`config.mk`:
```
export PLATFORM = sky130hd
export DESIGN_NAME = ext_pipe
export DESIGN_NICKNAME = d
export VERILOG_FILES = /design/src/rtl/ext_pipe.sv
export SDC_FILE = /design/constraint.sdc
export NUM_CORES = 1
export LEC_CHECK = 0
export ABC_CLOCK_PERIOD_IN_PS = 4250
export CORE_MARGIN = 3
export CORE_UTILIZATION = 40
export DETAILED_ROUTE_END_ITERATION = 8
export GPL_TIMING_DRIVEN = 0
export PLACE_DENSITY_LB_ADDON = 0.08
export SETUP_SLACK_MARGIN = 0.1
export SYNTH_ARGS = -nofsm -noshare
export SYNTH_HDL_FRONTEND = slang
export SYNTH_SLANG_ARGS = --single-unit
```
`constraint.sdc`:
```
create_clock -name clk -period 4.25 [get_ports clk]
set_input_delay 0.85 -clock clk [delete_from_list [all_inputs] [get_ports clk]]
set_output_delay 0.85 -clock clk [all_outputs]
set_load 0.05 [all_outputs]
```
`src/rtl/ext_pipe.sv`:
```
// Registered, handshaked immediate/load-data extension unit with a 1-entry skid
// buffer; in_ready depends only on registered state.
module ext_pipe #(
  parameter int DATA_W = 32,
  parameter int IMM_W  = 16
) (
  input  logic              clk,
  input  logic              reset,
  input  logic              flush,
  input  logic              in_valid,
  output logic              in_ready,
  input  logic [2:0]        in_mode,
  input  logic [DATA_W-1:0] in_data,
  input  logic [1:0]        in_off,
  output logic              out_valid,
  input  logic              out_ready,
  output logic [DATA_W-1:0] out_data,
  output logic              out_err
);

  typedef struct packed {
    logic [DATA_W-1:0] data;
    logic              err;
  } ent_t;

  logic m_vld_q, m_vld_d, s_vld_q, s_vld_d;
  ent_t m_q, m_d, s_q, s_d;
  ent_t res;

  logic [IMM_W-1:0] imm;
  logic [7:0]       lane_b;
  logic [15:0]      lane_h;
  logic             acc, pop;

  assign imm    = in_data[IMM_W-1:0];
  assign lane_b = in_data[{in_off, 3'b000} +: 8];
  assign lane_h = in_off[1] ? in_data[31:16] : in_data[15:0];

  always_comb begin
    res = '0;
    case (in_mode)
      3'd0: res.data = {{(DATA_W-IMM_W){1'b0}}, imm};
      3'd1: res.data = {{(DATA_W-IMM_W){imm[IMM_W-1]}}, imm};
      3'd2: res.data = {imm, {(DATA_W-IMM_W){1'b0}}};
      3'd3: res.data = {{(DATA_W-8){1'b0}}, lane_b};
      3'd4: res.data = {{(DATA_W-8){lane_b[7]}}, lane_b};
      3'd5, 3'd6: begin
        // Odd byte address on a half access: flag it and zero the data.
        if (in_off[0])         res.err  = 1'b1;
        else if (in_mode[0])   res.data = {{(DATA_W-16){1'b0}}, lane_h};
        else                   res.data = {{(DATA_W-16){lane_h[15]}}, lane_h};
      end
      default: res.data = in_data;
    endcase
  end

  assign in_ready  = !s_vld_q;
  assign out_valid = m_vld_q;
  assign out_data  = m_q.data;
  assign out_err   = m_q.err;
  assign acc       = in_valid & in_ready;
  assign pop       = m_vld_q & out_ready;

  always_comb begin
    m_vld_d = m_vld_q;
    s_vld_d = s_vld_q;
    m_d     = m_q;
    s_d     = s_q;
    if (flush) begin
      m_vld_d = 1'b0;
      s_vld_d = 1'b0;
    end else if (!m_vld_q) begin
      if (acc) begin
        m_vld_d = 1'b1;
        m_d     = res;
      end
    end else if (pop) begin
      if (s_vld_q) begin
        m_d     = s_q;
        s_vld_d = 1'b0;
      end else if (acc) begin
        m_d = res;
      end else begin
        m_vld_d = 1'b0;
      end
    end else if (acc) begin
      s_vld_d = 1'b1;
      s_d     = res;
    end
  end

  always_ff @(posedge clk or posedge reset) begin
    if (reset) begin
      m_vld_q <= 1'b0;
      s_vld_q <= 1'b0;
      m_q     <= '0;
      s_q     <= '0;
    end else begin
      m_vld_q <= m_vld_d;
      s_vld_q <= s_vld_d;
      m_q     <= m_d;
      s_q     <= s_d;
    end
  end

endmodule
```
Yosys cells after proc, flatten, opt, wreduce, memory -nomap -nowiden
Index checks and enable logic that the tools add are counted.
{ "totals": {"output_inout_bits": 35, "regBits": 68} }
{ "classes": {"n_mux": 19, "bitwise": 4, "eq_ne": 7, "n_shift": 1, "n_reduce_logical": 8} }
{ "ops": {"columns": ["cell", "count"], "rows": [
  ["32-bit case mux with 6 select lines", 1],
  ["33-bit 2-to-1 mux", 4],
  ["32-bit 2-to-1 mux", 2],
  ["32-bit by 6-bit variable part select with 8-bit output", 1],
  ["16-bit 2-to-1 mux", 1],
  ["1-bit 2-to-1 mux", 11],
  ["3-bit == test (second input constant)", 3],
  ["3-bit by 2-bit == test with 1-bit output (second input constant)", 2],
  ["2-bit AND reduction", 2],
  ["4-bit AND reduction", 1],
  ["3-bit by 1-bit == test with 1-bit output (second input constant)", 1],
  ["3-bit logical NOT", 1],
  ["3-bit nonzero test", 1],
  ["1-bit AND", 2],
  ["2-bit by 1-bit inequality test with 1-bit output (second input constant)", 1],
  ["1-bit inverter", 2],
  ["2-bit nonzero test", 1],
  ["2-bit OR reduction", 1],
  ["1-bit logical NOT", 1]
]} }

Logic depth before layout (Yosys ltp)
{ "depth": {"word_depth": 8, "depth_mapped": 8} }

Worst setup path after synthesis
No wires, ideal clock.
{ "synth_timing": {"path_kind": "input port to flip-flop", "start": "input port in_off[1]", "end": "register s_q[32] (netlist name)", "arrival_ns": 2.103, "setup_ns": 0.125, "setup_slack_ns": 2.023, "n_path_buf": 1, "cell_stages": 6, "cell_sequence": "buf_6 -> mux2i_1 -> a211oi_2 -> nor3_2 -> a21oi_1 -> mux2_2"} }
{ "synth_between": {"elab_chain_len": 4} }
{ "synth_lines": {"columns": ["element", "line", "text"], "rows": [
  ["start: declaration", "14", "input logic [1:0] in_off,"],
  ["parallel branches: the longest is 3 deep, another holds 32-bit by 6-bit variable part select with 8-bit output", null, null],
  ["32-bit case mux with 6 select lines *", "41", "case (in_mode)"],
  ["end signal: assignment", "97", "s_q <= '0;"],
  ["end signal: assignment", "102", "s_q <= s_d;"],
  ["end: declaration", "27", "ent_t m_q, m_d, s_q, s_d;"]
]} }
Every way passes the cells marked *.
A chain may end at the register's enable or synchronous reset.

Worst setup path after layout
{ "layout_timing": {"start": "input port out_ready", "end": "register s_q[23] (netlist name)"} }
{ "layout_between": {"elab_chain_len": 3} }
{ "layout_lines": {"columns": ["element", "line", "text"], "rows": [
  ["start: declaration", "16", "input logic out_ready,"],
  ["1-bit AND", "62", "assign pop = m_vld_q & out_ready;"],
  ["1-bit inverter (no line)", null, null],
  ["4-bit AND reduction (no line)", null, null]
]} }
No other way between the ends.

==> impl_metrics.ini <==
[run_status]
status = completed

[pwr]
p_sw_share_pct = 37.2
ir_drop_mv = 0.252
internal-power_uw = 1450
p_seq_share_pct = 38.7
leakage_uw = 0.00184
pwr-share-comb_pct = 35.2
power_uw = 2310
p_per_area_nw_per_um2 = 484
clkPwrFrac_pct = 26.1
p_sw_uw = 860

[sta]
hold_violations = 0
fin_tns_setup_ns = 0
period_needed_ns = 2.96
slew_violations = 0
worstMarginPinSlew_ns = 0.863
rsz0062_at_grt = false
slew_headroom_pct = 42.4
skew_ns = 0.00597
fin_crit_sh_pct = 69.8
fmax_ghz = 0.337
setup_viol = 0

[logic_synthesis]
synthCells = 381
synth_fp_nets = 423
syn_avg_cell_area_um2 = 9.67
synth_area_leaders = dfrtp_1 46%, o22ai_1 4.4%, nor2_1 3.6%
async_reset_ff_share_pct = 100
ys_seq_area_share_pct = 46.2
synth.distinct_cells = 52
synth_edf_count = 0
synth-seq-cells = 68
synth.cell_area_um2 = 3680
synth_top_flop_cell = dfrtp_1
ys_warn_count = 0
synth_top_area_cell = dfrtp_1
synth_top_area_share_pct = 46.2

[final_layout]
antenna_cells = 0
fin_nets = 507
drive_gt1_share_pct = 13.8
final.fill_count = 825
ff_latch_area_um2 = 1700
syn_to_final_growth_pct = 29.4
multi_input_area_um2 = 1790

[cts]
htree_num_levels = 3
tritoncts = yes
clk_latency_ns = 0.35
post_cts_resized = 0
cts_buffers = 9
cts.path.max_buffers = 2
clk_pin_slew_ns = 0.08
cts_hold_buf = 0
cts_setup_buffers = 0
ctsRootBufferMaster = clkbuf_8
numClockSinks = 68

[floorplan]
ios = 77
die_area_um2 = 10400
num_rows = 34
coreArea_um2 = 8850
initial_core_util_pct = 41.6
die_w_um = 102
fp.dieH_um = 102

[worst_setup_path]
crit_type = in -> reg
cp.arrival_ns = 3.18
required_ns = 4.47
crit_path_max_fanout = 10
cp-end-kind = register
cp-start-kind = primary input

[global_routing]
grt_start_max_net_pins = 69
grt_pass1_wl_mm = 19.3
grt_util_all_layers_pct = 24.6
overflow = 0
antenna_found_initial = 0
grt_pass1_vias = 3416

[drt]
ant_nets = 0
drt-total-wl_mm = 12.4
drtPass1Iterations = 5
wire_per_inst_um = 21.5
vias = 3589
vias_per_cell = 6.21
drc = 0
drtIter0Drc = 294

[flow_run]
cap_violations = 0

[min_path]
min_path_type = reg -> reg

[placed_design]
gp_congestion = 0.954
io_buffer_count = 73
dp_hpwl_mm = 8.83
[metrics by stage]
stage / utilization [%] / hold WS [ns] / instances / instance area, µm² / setup slack [ns]
after floorplan: - / 0.450 / 381 / 3680 / 1.69
final: 53.9 / 0.490 / 578 / 4770 / 1.29
after global placement: 51.4 / 0.463 / 562 / 4550 / 0.448
after CTS: 53.9 / 0.490 / 578 / 4770 / 1.35
after detailed placement: 51.4 / 0.471 / 562 / 4550 / 1.00
after global routing: 53.9 / 0.503 / 578 / 4770 / 1.19
[synth_stat cells, types with 8 or more instances]
cell type / n
o21ai_0: 9
a2bb2oi_1: 8
dfrtp_1: 68
nor3_1: 16
a31oi_1: 10
nor2_1: 35
clkbuf_1: 16
o22ai_1: 26
a211oi_1: 16
nand2_1: 33
mux2_2: 9
a21oi_1: 22
a21boi_2: 8
buf_2: 13
[power groups by stage]
stage	Combinational, µW	Clock, µW	Sequential, µW
floorplan	287	0	1140
global placement	800	0	901
detailed placement	808	0	907
CTS	812	606	895
global route	862	635	913
finish	812	603	895
[area by class of cell]
cell class | count | share of cell area [%]
inverters | 8 | 0.682
clock buffers | 10 | 2.68
plain buffers | 32 | 3.33
repair buffers | 73 | 15.3
clock inverters | 6 | 1.86
flip-flops and latches | 68 | 35.7
multi-input cells | 273 | 37.6
well taps | 108 | 2.83
[layer usage]
layer  track usage, %  wire length [µm]
met2             35.7              5470
met3             5.26              1120
met5                0                 0
met4             7.87               269
met1             36.6              5560
[kinds of logic (layout without fill, tap and decap cells)]
family,count (synthesis),after routing,synth area share [%]
mux,14,14,4.21
buf+inv,40,129,5.13
simple gates,109,109,14.5
xor+xnor,2,2,0.476
flops,68,68,46.2
compound gates,148,148,29.5
[registers in the layout, indices dropped and copies added, names as in the netlist]
| name | cells |
|---|---|
| s_q | 33 |
| out_data | 32 |
| out_err | 1 |
| out_valid | 1 |
| s_vld_q | 1 |
[path summary, 6_finish.rpt]
| check | from | endpoint | slack (ns) | cells past startpoint |
|---|---|---|---|---|
| max | out_ready | s_q[23] | 1.29 | 7 |
| min | s_q[3] | s_q[3] | 0.49 | 2 |
| max reg2reg | s_vld_q | s_q[23] | 1.81 | 7 |
| min reg2reg | s_q[3] | s_q[3] | 0.49 | 2 |
| max in group asynchronous | reset | s_q[30] | 2.66 | 2 |
| min in group asynchronous | reset | s_q[26] | 1.01 | 2 |
[critical path: stages]
cell             delay, ns
clkdlybuf4s50_1       0.45
nand2b_1              0.21
or3_1                 0.36
clkbuf_1              0.28
nor4_2                0.50
buf_2                 0.38
a211oi_1              0.14
[placed cells by master, fill, tap and decap left out, types with 3 or more instances in the layout]
cell type / netlist / final
clkbuf_1: 16 / 17
o21a_1: 5 / 5
inv_1: 7 / 6
and3_1: 3 / 3
a31oi_1: 10 / 10
o21ai_0: 9 / 9
a21oi_1: 22 / 22
a22oi_1: 7 / 7
buf_6: 3 / 3
a32oi_1: 4 / 4
o32ai_1: 7 / 7
nand2b_1: 3 / 3
o22ai_1: 26 / 26
nor3_1: 16 / 16
mux2i_1: 4 / 4
nor2_1: 35 / 35
buf_2: 13 / 13
nand2_1: 33 / 33
and2_1: 4 / 4
dfrtp_1: 68 / 68
a222oi_1: 7 / 7
clkbuf_8: 0 / 9
a2bb2oi_1: 8 / 8
clkdlybuf4s50_1: 0 / 73
o221a_2: 3 / 3
mux2_2: 9 / 9
o31ai_1: 3 / 3
o2bb2ai_1: 4 / 4
a211oi_1: 16 / 16
a21boi_2: 8 / 8
(Power assumes the default switching activity.)
